## config.mk

```make
export PLATFORM = sky130hd
export DESIGN_NAME = mem_arbiter_flat
export DESIGN_NICKNAME = d
export VERILOG_FILES = /design/src/rtl/mem_arbiter_pkg.sv /design/src/rtl/mem_arbiter_if.sv /design/src/rtl/mem_lane_align.sv /design/src/rtl/mem_arbiter.sv /design/src/flat_wrapper.sv
export SDC_FILE = /design/constraint.sdc
export NUM_CORES = 1
export LEC_CHECK = 0
export ABC_AREA = 1
export BUFFER_PORTS_ARGS = -buffer_cell sky130_fd_sc_hd__buf_4
export CAP_MARGIN = 30
export CORE_AREA = 2 2 106 108
export CTS_BUF_LIST = sky130_fd_sc_hd__clkbuf_4 sky130_fd_sc_hd__clkbuf_8
export DETAILED_ROUTE_END_ITERATION = 16
export DIE_AREA = 0 0 108 110
export GPL_TIMING_DRIVEN = 0
export PLACE_DENSITY = 0.6
export SYNTH_ARGS = -nofsm -noshare
export SYNTH_HDL_FRONTEND = slang
export SYNTH_SLANG_ARGS = --single-unit
```

## constraint.sdc

```tcl
create_clock -name clk -period 1.8 [get_ports clk]
set_input_delay 0.09 -clock clk [delete_from_list [all_inputs] [get_ports clk]]
set_output_delay 0.09 -clock clk [all_outputs]
set_load 0.005 [all_outputs]
```

## src/rtl/mem_arbiter_pkg.sv

```systemverilog
// Shared types for the fetch/LSU memory arbiter: access sizes, response owners, lane masks.
// Response context captured on each grant and decoded one cycle later.
package mem_arb_pkg;

    typedef enum logic [1:0] {
        SZ_B = 2'b00,
        SZ_H = 2'b01,
        SZ_W = 2'b10
    } size_e;

    typedef enum logic [1:0] {
        OWN_NONE = 2'b00,
        OWN_IF   = 2'b01,
        OWN_LS   = 2'b10
    } owner_e;

    localparam logic [3:0] BE_NONE = 4'b0000;
    localparam logic [3:0] BE_BYTE = 4'b0001;
    localparam logic [3:0] BE_HALF = 4'b0011;
    localparam logic [3:0] BE_WORD = 4'b1111;

    // Round-robin pointer encoding: which requester wins the next contended cycle.
    localparam logic PTR_IF = 1'b0;
    localparam logic PTR_LS = 1'b1;

    typedef struct packed {
        owner_e      owner;
        logic        err;
        logic [1:0]  size;
        logic        uns;
        logic [1:0]  ofs;
        logic        is_store;
    } ctx_t;

    localparam ctx_t CTX_RST = '{OWN_NONE, 1'b0, 2'b00, 1'b0, 2'b00, 1'b0};

endpackage

```

## src/rtl/mem_arbiter_if.sv

```systemverilog
// Bundle of fetch, LSU and memory-port signals; slave = arbiter side, master = requesters + memory.
// Requests handshake valid/ready; responses are single-cycle pulses with no back-pressure.
interface mem_arbiter_if #(
    parameter int ADDR_WIDTH = 32
);
    logic                  if_req_valid;
    logic                  if_req_ready;
    logic [ADDR_WIDTH-1:0] if_addr;
    logic                  if_rsp_valid;
    logic [31:0]           if_rsp_data;
    logic                  if_rsp_err;

    logic                  ls_req_valid;
    logic                  ls_req_ready;
    logic [ADDR_WIDTH-1:0] ls_addr;
    logic                  ls_we;
    logic [1:0]            ls_size;
    logic                  ls_unsigned;
    logic [31:0]           ls_wdata;
    logic                  ls_rsp_valid;
    logic [31:0]           ls_rsp_data;
    logic                  ls_rsp_err;

    logic [ADDR_WIDTH-1:0] mem_addr;
    logic                  mem_wr_en;
    logic [31:0]           mem_wr_data;
    logic [31:0]           mem_rd_data;
    logic [3:0]            mem_byte_en;

    modport slave (
        input  if_req_valid, if_addr,
        output if_req_ready, if_rsp_valid, if_rsp_data, if_rsp_err,
        input  ls_req_valid, ls_addr, ls_we, ls_size, ls_unsigned, ls_wdata,
        output ls_req_ready, ls_rsp_valid, ls_rsp_data, ls_rsp_err,
        output mem_addr, mem_wr_en, mem_wr_data, mem_byte_en,
        input  mem_rd_data
    );

    modport master (
        output if_req_valid, if_addr,
        input  if_req_ready, if_rsp_valid, if_rsp_data, if_rsp_err,
        output ls_req_valid, ls_addr, ls_we, ls_size, ls_unsigned, ls_wdata,
        input  ls_req_ready, ls_rsp_valid, ls_rsp_data, ls_rsp_err,
        input  mem_addr, mem_wr_en, mem_wr_data, mem_byte_en,
        output mem_rd_data
    );

endinterface

```

## src/rtl/mem_lane_align.sv

```systemverilog
// Combinational byte-lane steering: request-side enables/replication/misalign check, response-side extract+extend.
// Zero latency; no flow control of its own.
module mem_lane_align
    import mem_arb_pkg::*;
(
    input  logic [1:0]  req_size,
    input  logic [1:0]  req_ofs,
    input  logic [31:0] st_data,
    output logic [3:0]  byte_en,
    output logic [31:0] wr_data,
    output logic        misalign,
    input  logic [1:0]  rsp_size,
    input  logic [1:0]  rsp_ofs,
    input  logic        rsp_uns,
    input  logic [31:0] rd_data,
    output logic [31:0] ld_data
);

    logic [7:0]  ld_b;
    logic [15:0] ld_h;

    always_comb begin
        misalign = 1'b0;
        byte_en  = BE_NONE;
        wr_data  = st_data;
        case (req_size)
            SZ_B: begin
                byte_en = BE_BYTE << req_ofs;
                wr_data = {4{st_data[7:0]}};
            end
            SZ_H: begin
                misalign = req_ofs[0];
                byte_en  = BE_HALF << req_ofs;
                wr_data  = {2{st_data[15:0]}};
            end
            SZ_W: begin
                misalign = (req_ofs != 2'b00);
                byte_en  = BE_WORD;
            end
            default: misalign = 1'b1;
        endcase
        // A rejected access must never reach the memory lanes.
        if (misalign) begin
            byte_en = BE_NONE;
        end
    end

    always_comb begin
        ld_b = rd_data[{rsp_ofs, 3'b000} +: 8];
        ld_h = rd_data[{rsp_ofs[1], 4'b0000} +: 16];
        case (rsp_size)
            SZ_B:    ld_data = {{24{ld_b[7] & ~rsp_uns}}, ld_b};
            SZ_H:    ld_data = {{16{ld_h[15] & ~rsp_uns}}, ld_h};
            default: ld_data = rd_data;
        endcase
    end

endmodule

```

## src/rtl/mem_arbiter.sv

```systemverilog
// Arbitrates fetch vs LSU onto one byte-enabled memory port; grant in cycle N, response in N+1, one grant/cycle.
// Loser's ready stays low until granted; MEM_ARB_RR_EN selects round-robin, else fixed LSU-first.
module mem_arbiter
    import mem_arb_pkg::*;
#(
    parameter int ADDR_WIDTH = 32,
    parameter int DATA_WIDTH = 32
) (
    input  logic          clk,
    input  logic          rst_n,
    mem_arbiter_if.slave  bus
);

    logic                  ls_gnt;
    logic                  if_gnt;
    logic                  any_gnt;
    logic                  prefer_ls;
    logic [1:0]            req_size;
    logic [1:0]            req_ofs;
    logic [ADDR_WIDTH-1:0] req_addr;
    logic [3:0]            al_be;
    logic [31:0]           al_wd;
    logic                  al_err;
    logic [DATA_WIDTH-1:0] ld_data;
    logic                  if_vld;
    logic                  ls_vld;
    logic                  st_ok;
    ctx_t                  ctx_d;
    ctx_t                  ctx_q;

`ifdef MEM_ARB_RR_EN
    logic rr_d;
    logic rr_q;

    // The pointer always points away from whoever was just served.
    always_comb begin
        rr_d = rr_q;
        if (ls_gnt) begin
            rr_d = PTR_IF;
        end else if (if_gnt) begin
            rr_d = PTR_LS;
        end
    end

    always_ff @(posedge clk) begin
        if (!rst_n) begin
            rr_q <= PTR_IF;
        end else begin
            rr_q <= rr_d;
        end
    end

    assign prefer_ls = (rr_q == PTR_LS);
`else
    assign prefer_ls = 1'b1;
`endif

    assign ls_gnt  = rst_n & bus.ls_req_valid & (~bus.if_req_valid | prefer_ls);
    assign if_gnt  = rst_n & bus.if_req_valid & ~ls_gnt;
    assign any_gnt = ls_gnt | if_gnt;

    assign bus.ls_req_ready = ls_gnt;
    assign bus.if_req_ready = if_gnt;

    // Fetches are checked and laned as aligned word reads.
    assign req_size = if_gnt ? SZ_W : bus.ls_size;
    assign req_ofs  = if_gnt ? bus.if_addr[1:0] : bus.ls_addr[1:0];
    assign req_addr = if_gnt ? bus.if_addr : bus.ls_addr;

    mem_lane_align u_align (
        .req_size (req_size),
        .req_ofs  (req_ofs),
        .st_data  (bus.ls_wdata),
        .byte_en  (al_be),
        .wr_data  (al_wd),
        .misalign (al_err),
        .rsp_size (ctx_q.size),
        .rsp_ofs  (ctx_q.ofs),
        .rsp_uns  (ctx_q.uns),
        .rd_data  (bus.mem_rd_data),
        .ld_data  (ld_data)
    );

    assign st_ok           = ls_gnt & bus.ls_we & ~al_err;
    assign bus.mem_addr    = any_gnt ? {req_addr[ADDR_WIDTH-1:2], 2'b00} : '0;
    assign bus.mem_byte_en = any_gnt ? al_be : BE_NONE;
    assign bus.mem_wr_en   = st_ok;
    assign bus.mem_wr_data = st_ok ? al_wd : 32'h0;

    always_comb begin
        ctx_d          = CTX_RST;
        ctx_d.err      = any_gnt & al_err;
        ctx_d.size     = req_size;
        ctx_d.uns      = ls_gnt & bus.ls_unsigned;
        ctx_d.ofs      = req_ofs;
        ctx_d.is_store = ls_gnt & bus.ls_we;
        if (ls_gnt) begin
            ctx_d.owner = OWN_LS;
        end else if (if_gnt) begin
            ctx_d.owner = OWN_IF;
        end
    end

    always_ff @(posedge clk) begin
        if (!rst_n) begin
            ctx_q <= CTX_RST;
        end else begin
            ctx_q <= ctx_d;
        end
    end

    // Gating with rst_n drops a response whose grant preceded a reset.
    assign if_vld = rst_n & (ctx_q.owner == OWN_IF);
    assign ls_vld = rst_n & (ctx_q.owner == OWN_LS);

    assign bus.if_rsp_valid = if_vld;
    assign bus.if_rsp_err   = if_vld & ctx_q.err;
    assign bus.if_rsp_data  = (if_vld & ~ctx_q.err) ? bus.mem_rd_data : 32'h0;

    assign bus.ls_rsp_valid = ls_vld;
    assign bus.ls_rsp_err   = ls_vld & ctx_q.err;
    assign bus.ls_rsp_data  = (ls_vld & ~ctx_q.err & ~ctx_q.is_store) ? ld_data : 32'h0;

endmodule

```

## src/flat_wrapper.sv

```systemverilog
// flat-port wrapper written by rule: the top's interface ports become plain ports
module mem_arbiter_flat import mem_arb_pkg::*;
#(
    parameter int ADDR_WIDTH = 32,
    parameter int DATA_WIDTH = 32
)
  (clk, rst_n, bus_if_req_valid, bus_if_addr, bus_if_req_ready, bus_if_rsp_valid, bus_if_rsp_data, bus_if_rsp_err, bus_ls_req_valid, bus_ls_addr, bus_ls_we, bus_ls_size, bus_ls_unsigned, bus_ls_wdata, bus_ls_req_ready, bus_ls_rsp_valid, bus_ls_rsp_data, bus_ls_rsp_err, bus_mem_addr, bus_mem_wr_en, bus_mem_wr_data, bus_mem_byte_en, bus_mem_rd_data);
  mem_arbiter_if #(.ADDR_WIDTH(ADDR_WIDTH)) bus_i ();
  input  logic clk;
  input  logic rst_n;
  input wire logic [$bits(bus_i.if_req_valid)-1:0] bus_if_req_valid;
  input wire logic [$bits(bus_i.if_addr)-1:0] bus_if_addr;
  output wire logic [$bits(bus_i.if_req_ready)-1:0] bus_if_req_ready;
  output wire logic [$bits(bus_i.if_rsp_valid)-1:0] bus_if_rsp_valid;
  output wire logic [$bits(bus_i.if_rsp_data)-1:0] bus_if_rsp_data;
  output wire logic [$bits(bus_i.if_rsp_err)-1:0] bus_if_rsp_err;
  input wire logic [$bits(bus_i.ls_req_valid)-1:0] bus_ls_req_valid;
  input wire logic [$bits(bus_i.ls_addr)-1:0] bus_ls_addr;
  input wire logic [$bits(bus_i.ls_we)-1:0] bus_ls_we;
  input wire logic [$bits(bus_i.ls_size)-1:0] bus_ls_size;
  input wire logic [$bits(bus_i.ls_unsigned)-1:0] bus_ls_unsigned;
  input wire logic [$bits(bus_i.ls_wdata)-1:0] bus_ls_wdata;
  output wire logic [$bits(bus_i.ls_req_ready)-1:0] bus_ls_req_ready;
  output wire logic [$bits(bus_i.ls_rsp_valid)-1:0] bus_ls_rsp_valid;
  output wire logic [$bits(bus_i.ls_rsp_data)-1:0] bus_ls_rsp_data;
  output wire logic [$bits(bus_i.ls_rsp_err)-1:0] bus_ls_rsp_err;
  output wire logic [$bits(bus_i.mem_addr)-1:0] bus_mem_addr;
  output wire logic [$bits(bus_i.mem_wr_en)-1:0] bus_mem_wr_en;
  output wire logic [$bits(bus_i.mem_wr_data)-1:0] bus_mem_wr_data;
  output wire logic [$bits(bus_i.mem_byte_en)-1:0] bus_mem_byte_en;
  input wire logic [$bits(bus_i.mem_rd_data)-1:0] bus_mem_rd_data;
  assign bus_i.if_req_valid = bus_if_req_valid;
  assign bus_i.if_addr = bus_if_addr;
  assign bus_if_req_ready = bus_i.if_req_ready;
  assign bus_if_rsp_valid = bus_i.if_rsp_valid;
  assign bus_if_rsp_data = bus_i.if_rsp_data;
  assign bus_if_rsp_err = bus_i.if_rsp_err;
  assign bus_i.ls_req_valid = bus_ls_req_valid;
  assign bus_i.ls_addr = bus_ls_addr;
  assign bus_i.ls_we = bus_ls_we;
  assign bus_i.ls_size = bus_ls_size;
  assign bus_i.ls_unsigned = bus_ls_unsigned;
  assign bus_i.ls_wdata = bus_ls_wdata;
  assign bus_ls_req_ready = bus_i.ls_req_ready;
  assign bus_ls_rsp_valid = bus_i.ls_rsp_valid;
  assign bus_ls_rsp_data = bus_i.ls_rsp_data;
  assign bus_ls_rsp_err = bus_i.ls_rsp_err;
  assign bus_mem_addr = bus_i.mem_addr;
  assign bus_mem_wr_en = bus_i.mem_wr_en;
  assign bus_mem_wr_data = bus_i.mem_wr_data;
  assign bus_mem_byte_en = bus_i.mem_byte_en;
  assign bus_i.mem_rd_data = bus_mem_rd_data;
  mem_arbiter #(.ADDR_WIDTH(ADDR_WIDTH), .DATA_WIDTH(DATA_WIDTH)) u_core (.clk(clk), .rst_n(rst_n), .bus(bus_i));
endmodule
```

==> flow_metrics.tcl, run 1 <==
set metrics [dict create \
    area_delta_synth_final_pct 100 \
    grt_pass1_vias 3946 \
    die_w_um 108 \
    syn_area_um2 2410 \
    cp-start-kind "flip-flop" \
    cts_root_buf "clkbuf_8" \
    first_pass_iters 5 \
    synthAdderAreaFrac_pct 0 \
    avgSynthCellArea_um2 4.62 \
    drt_iter0_drc 229 \
    hold_buffers 0 \
    viasPerCell 4.50 \
    synth_top_area_share_pct 27.2 \
    numCtsBuffers 3 \
    largest_register "u_core.ctx_q" \
    highest_layer "met4" \
    initial_core_util_pct 22.5 \
    fin_crit_sh_pct 93.2 \
    drt_wl_total_mm 12.7 \
    portBuffers 272 \
    drive_above_1_share_pct 42.9 \
    setup-violations-final 0 \
    dieArea_um2 11900 \
    fin_ws_ns 0.123 \
    p_per_area_nw_per_um2 293 \
    fmax_mhz 596 \
    synth_compound_area_share_pct 21.4 \
    grt_pass1_wl_mm 18.6 \
    layout.nets 941 \
    fp.dieH_um 110 \
    synth_top_family_by_area "simple AND/OR/NAND/NOR gates" \
    critPathCaptureType "primary output" \
    antenna_cells 0 \
    cp_data_arrival_time_ns 1.59 \
    met3_length_mm 1.10 \
    min_to "u_core.ctx_q[7]$_SDFF_PP0_" \
    top_regs "u_core.ctx_q x9" \
    cts.htree.levels 1 \
    fill_cells 1158 \
    setup.worst_path.start "u_core.ctx_q[5]$_SDFF_PN0_" \
    place_congestion 0.888 \
    ios 275 \
    slew_violations 0 \
    rows 38 \
    ir_drop_v 0.000118 \
    cts.sinks 9 \
    muxShareOfSynthArea_pct 0 \
    required_ns 1.71 \
    dr_total_vias 4247 \
    critPathMaxFanout 10 \
    ys_ff_latch 9 \
    postRouteAntennaNets 0 \
    worstSetupPathType "reg2out" \
    yosys.area_share.simple_pct 51.0 \
    place_hpwl_mm 10.8 \
    overflow 0 \
    power.leakage_nw 2.94 \
    dr_wl_met2_mm 6.83 \
    grt.total_usage_pct 19.2 \
    status "finished clean" \
    hold_depth 2 \
    synthesis.instances 522 \
    yosysSeqAreaShare_pct 7.47 \
    cts_tree "done" \
    drc_errors 0 \
    synth_cell_types 24 \
    yosysTopAreaCell "nor2_1" \
    fin_total_pwr_w 0.00141 \
    largest_reg_flops 9 \
    antenna_found_initial 0 \
    ys_top_cells_by_area "nor2_1 27%, o21ai_0 17%, inv_1 13%, nand2_1 13%, dfxtp_1 7.5%" \
    cts_buffer_depth 2 \
    core_um2 10700 \
    place_ws_ns -0.113 \
    drv_cap 0 \
    min_path_type "in2reg" \
    yosys.area_share.xor_xnor_pct 0 \
    rsz0062_at_grt "false" \
    wl_met1_mm 4.70 \
    hold_viol_final 0 \
    fin_crit_ns 1.68 \
    clk_pin_slew_worst_paths_ns 0.04 \
    grt_max_degree 11 \
    post_drt_wl_per_cell_um 13.5 \
    min_from "bus_ls_req_valid" \
    ys_warn_count 0 \
]
==> worst max-delay path: stages (launching register included) <==
cell and delay, ns:
dfxtp_2 0.36, inv_2 0.16, clkbuf_1 0.41, nand2_1 0.09, o21ai_0 0.15, inv_1 0.05, buf_4 0.14
==> layout by cell type (no fill, tap or decap), types with 2 or more instances in the layout <==
cell      instances
a21oi_1           8
buf_2             5
buf_4           283
buf_6             4
clkbuf_1         13
clkbuf_2          2
clkbuf_8          3
conb_1            2
dfxtp_1           7
dfxtp_2           2
inv_1            84
inv_2             3
nand2_1          80
nand2_2           6
nand2_4           3
nand3_1          10
nand3_4           2
nor2_1          171
nor2_2           15
nor2_4            4
nor3_1            3
nor3_2            2
o211ai_1          6
o21ai_0          71
o21ai_2           8
==> worst max path at each step <==
| stage | endpoint | depth (start not counted) | slack (ns) |
|---|---|---|---|
| 2_1_floorplan | bus_ls_rsp_data[21] | 9 | 0.38 |
| 3_3_place_gp | bus_ls_rsp_data[24] | 10 | -0.08 |
| 3_5_place_dp | bus_ls_rsp_data[21] | 10 | -0.11 |
| 4_1_cts | bus_ls_rsp_data[21] | 11 | -0.007 |
| 5_1_grt | bus_ls_rsp_data[14] | 8 | 0.01 |
| 6_report | bus_ls_rsp_data[8] | 6 | 0.12 |
==> per-stage QoR <==
step                hold slack (ns)  util, %  std cells  setup TNS (ns)  instance area [µm²]
finish                       0.0874     45.1        944               0                 4830
global route                 0.0894     45.1        944               0                 4830
CTS                          0.0826     44.5        942        -0.00726                 4760
detailed placement            0.321     43.3        935          -0.335                 4630
global placement              0.324     43.3        935          -0.242                 4630
floorplan                     0.162        -        523               0                 2410
==> cell families (layout without fill, tap and decap cells) <==
logic type | count (synthesis) | count (layout)
AND/OR/NAND/NOR | 298 | 298
buffers and inverters | 117 | 398
AO/OA/AOI/OAI | 97 | 97
flip-flops | 9 | 9
other | 1 | 2
==> what timing repair did <==
action,CTS,global route
endpoints found under the setup margin,30,51
resized for setup,19,35
pin swaps,2,4
buffers inserted,3,3
==> power by group <==
| part | internal (W) | switching (W) | leakage, nW |
|---|---|---|---|
| logic | 0.000481 | 0.000465 | 2.84 |
| registers | 0.000213 | 0.0000130 | 0.0752 |
| clock network | 0.000169 | 0.0000730 | 0.0262 |
==> area by class of cell <==
type	count	area, µm²	area share (%)
inverters	87	327	6.76
multi-input cells	397	1840	38.1
clock buffers	4	48.8	1.01
flip-flops and latches	9	183	3.78
plain buffers	29	166	3.45
well taps	140	175	3.63
repair buffers	278	2090	43.2
==> per-layer routing <==
metal | up-vias | track usage (%)
li1 | 2144 | -
met1 | 1881 | 20.5
met2 | 212 | 39.7
met3 | 10 | 2.94
met4 | 0 | 3.66
met5 | - | 0
==> synthesized netlist by cell type <==
| library cell | n |
|---|---|
| nor2_2 | 12 |
| inv_1 | 85 |
| conb_1 | 1 |
| nand2_1 | 83 |
| dfxtp_1 | 9 |
| a21oi_1 | 9 |
| nand3_4 | 1 |
| buf_2 | 4 |
| clkbuf_1 | 19 |
| nor2_4 | 3 |
| nand2_2 | 6 |
| nand3_1 | 10 |
| o21ai_4 | 1 |
| nand4_1 | 1 |
| nor2_1 | 175 |
| inv_2 | 2 |
| nor4_1 | 1 |
| o221ai_1 | 1 |
| nor3_1 | 5 |
| buf_4 | 4 |
| o21ai_0 | 80 |
| buf_6 | 3 |
| nand3_2 | 1 |
| o211ai_1 | 6 |
(Power assumes the default switching activity.)
==> run 2, diff against run 1 <==
--- a/config.mk
+++ b/config.mk
@@ -13,7 +13,7 @@
 export DETAILED_ROUTE_END_ITERATION = 16
 export DIE_AREA = 0 0 108 110
 export GPL_TIMING_DRIVEN = 0
-export PLACE_DENSITY = 0.6
+export REMOVE_ABC_BUFFERS = 1
 export SYNTH_ARGS = -nofsm -noshare
 export SYNTH_HDL_FRONTEND = slang
 export SYNTH_SLANG_ARGS = --single-unit
==> constraint.sdc (replaced) <==
create_clock -name clk -period 1.8 [get_ports clk]
set_input_delay 0.27 -clock clk [delete_from_list [all_inputs] [get_ports clk]]
set_output_delay 0.27 -clock clk [all_outputs]
set_load 0.005 [all_outputs]
==> run 2 against run 1 <==
Compared with the run above: the run now ends with setup timing left; critical path depth up 2; combinational power up 18%; cell count up 1.5%; global-route usage up 1.3 points; first-iteration DRC count up 23%; sequential power up 2%; power up 12%; fmax down 7.7%; clock power about the same; routed wire length up 8.7%; sequential share of layout area down 0.25 points; die area unchanged.
==> flow_metrics.tcl, run 2 (synthesis gave the netlist of run 1 again) <==
set metrics [dict create \
    status "finished, violations left" \
    violations "setup timing" \
    cts.htree.levels 1 \
    grt_pass1_wl_mm 19.3 \
    overflow 0 \
    fin_total_pwr_w 0.00159 \
    cp-start-kind "flip-flop" \
    first_pass_iters 4 \
    dr_total_vias 4358 \
    portBuffers 272 \
    placed_area_um2 4530 \
    core_um2 10700 \
    antenna_found_initial 0 \
    path_buf_inv 2 \
    ios 275 \
    dieArea_um2 11900 \
    drv_cap 0 \
    fp.dieH_um 110 \
    min_from "bus_ls_req_valid" \
    hold_depth 2 \
    grt_pass1_vias 3893 \
    drt_wl_total_mm 13.9 \
    initial_core_util_pct 22.5 \
    required_ns 1.53 \
    rsz0062_at_grt "true" \
    numCtsBuffers 3 \
    area_delta_synth_final_pct 128 \
    drive_above_1_share_pct 51.2 \
    cts.sinks 9 \
    cts_root_buf "clkbuf_8" \
    ir_drop_v 0.000136 \
    min_to "u_core.ctx_q[7]$_SDFF_PP0_" \
    setup_tns_ns -0.0468 \
    cts_buffer_depth 2 \
    critPathCaptureType "primary output" \
    final_common_cell "buf_4" \
    fin_ws_ns -0.0169 \
    viasPerCell 4.55 \
    drc_errors 0 \
    fin_crit_ns 1.82 \
    drt_iter0_drc 281 \
    grt_max_degree 32 \
    largest_reg_flops 9 \
    hold_buffers 0 \
    critPathMaxStageDelay_ns 0.34 \
    cp_data_arrival_time_ns 1.55 \
    cts_tree "done" \
    crit_family "simple AND/OR/NAND/NOR gates" \
    crit_chain "nand2_1, nor2_2, nand2_2, a21oi_4, buf_12, nand2_8, nor2_2, buf_4" \
    crit_top_cell "nor2_2" \
    setup-violations-final 5 \
    fin_crit_sh_pct 101 \
    top_regs "u_core.ctx_q x9" \
    largest_register "u_core.ctx_q" \
    worstSetupPathType "reg2out" \
    post_drt_wl_per_cell_um 14.5 \
    power.leakage_nw 3.10 \
    place_hpwl_mm 10.2 \
    final_util_pct 51.3 \
    rows 38 \
    fin_area_um2 5490 \
    hold_viol_final 0 \
    clk_pin_slew_worst_paths_ns 0.04 \
    fmax_mhz 550 \
    place_congestion 0.840 \
    slew_violations 0 \
    crit_slowest_cell "dfxtp_2" \
    grt.total_usage_pct 20.6 \
    p_per_area_nw_per_um2 289 \
    postRouteAntennaNets 0 \
    antenna_cells 0 \
    die_w_um 108 \
    final_cell_mix "288 x buf_4, 143 x nor2_1, 78 x inv_1" \
    min_path_type "in2reg" \
    critPathMaxFanout 8 \
    place_ws_ns -1.20 \
    layout.nets 955 \
]
-- run 2: worst max-delay path by stage --
| stage | startpoint | endpoint | slack [ns] | cells after the start |
|---|---|---|---|---|
| after floorplan | bus_ls_req_valid | bus_mem_wr_data[0] | -0.60 | 7 |
| after global placement | bus_ls_req_valid | bus_mem_wr_data[31] | -1.73 | 9 |
| after detailed placement | bus_ls_req_valid | bus_mem_wr_data[31] | -1.20 | 9 |
| after CTS | u_core.ctx_q[5]$_SDFF_PN0_ | bus_ls_rsp_data[4] | -0.03 | 6 |
| after global routing | u_core.ctx_q[8]$_SDFF_PN0_ | bus_ls_rsp_data[21] | -0.09 | 8 |
| final | u_core.ctx_q[8]$_SDFF_PN0_ | bus_ls_rsp_data[21] | -0.02 | 8 |
-- run 2: through the flow --
stage / instances / hold slack (ns)
3_3_place_gp: 905 / 0.495
2_1_floorplan: 493 / 0.342
3_5_place_dp: 907 / 0.496
5_1_grt: 958 / 0.265
4_1_cts: 942 / 0.279
6_report: 958 / 0.263
-- run 2: area by class of cell --
class	count	area, µm²
clock buffer	4	48.8
fill	1096	5200
inverter	87	359
multi-input combinational	401	2140
sequential	9	194
tap	140	175
timing repair buffer	314	2550
timing repair inverter	3	25.0
-- run 2: layer usage --
| layer | global-route usage, % | vias to the layer above | share of wire [%] |
|---|---|---|---|
| li1 | - | 2183 | - |
| met1 | 20.8 | 1944 | 35 |
| met2 | 43.4 | 219 | 55 |
| met3 | 3.53 | 12 | 8.6 |
| met4 | 4.21 | 0 | 1.2 |
| met5 | 0 | - | 0 |
-- run 2: repair_timing --
item                       in CTS  in global routing
cloned                          5                  3
resized for setup              74                 78
setup endpoints to repair     110                 94
buffers inserted               26                 13
pin swaps                      15                 13
-- run 2: power breakdown --
part	internal (W)	switching, W	leakage [nW]
clock network	0.000169	0.0000724	0.0262
logic	0.000566	0.000552	2.99
registers	0.000212	0.0000190	0.0769
total	0.000946	0.000644	3.10
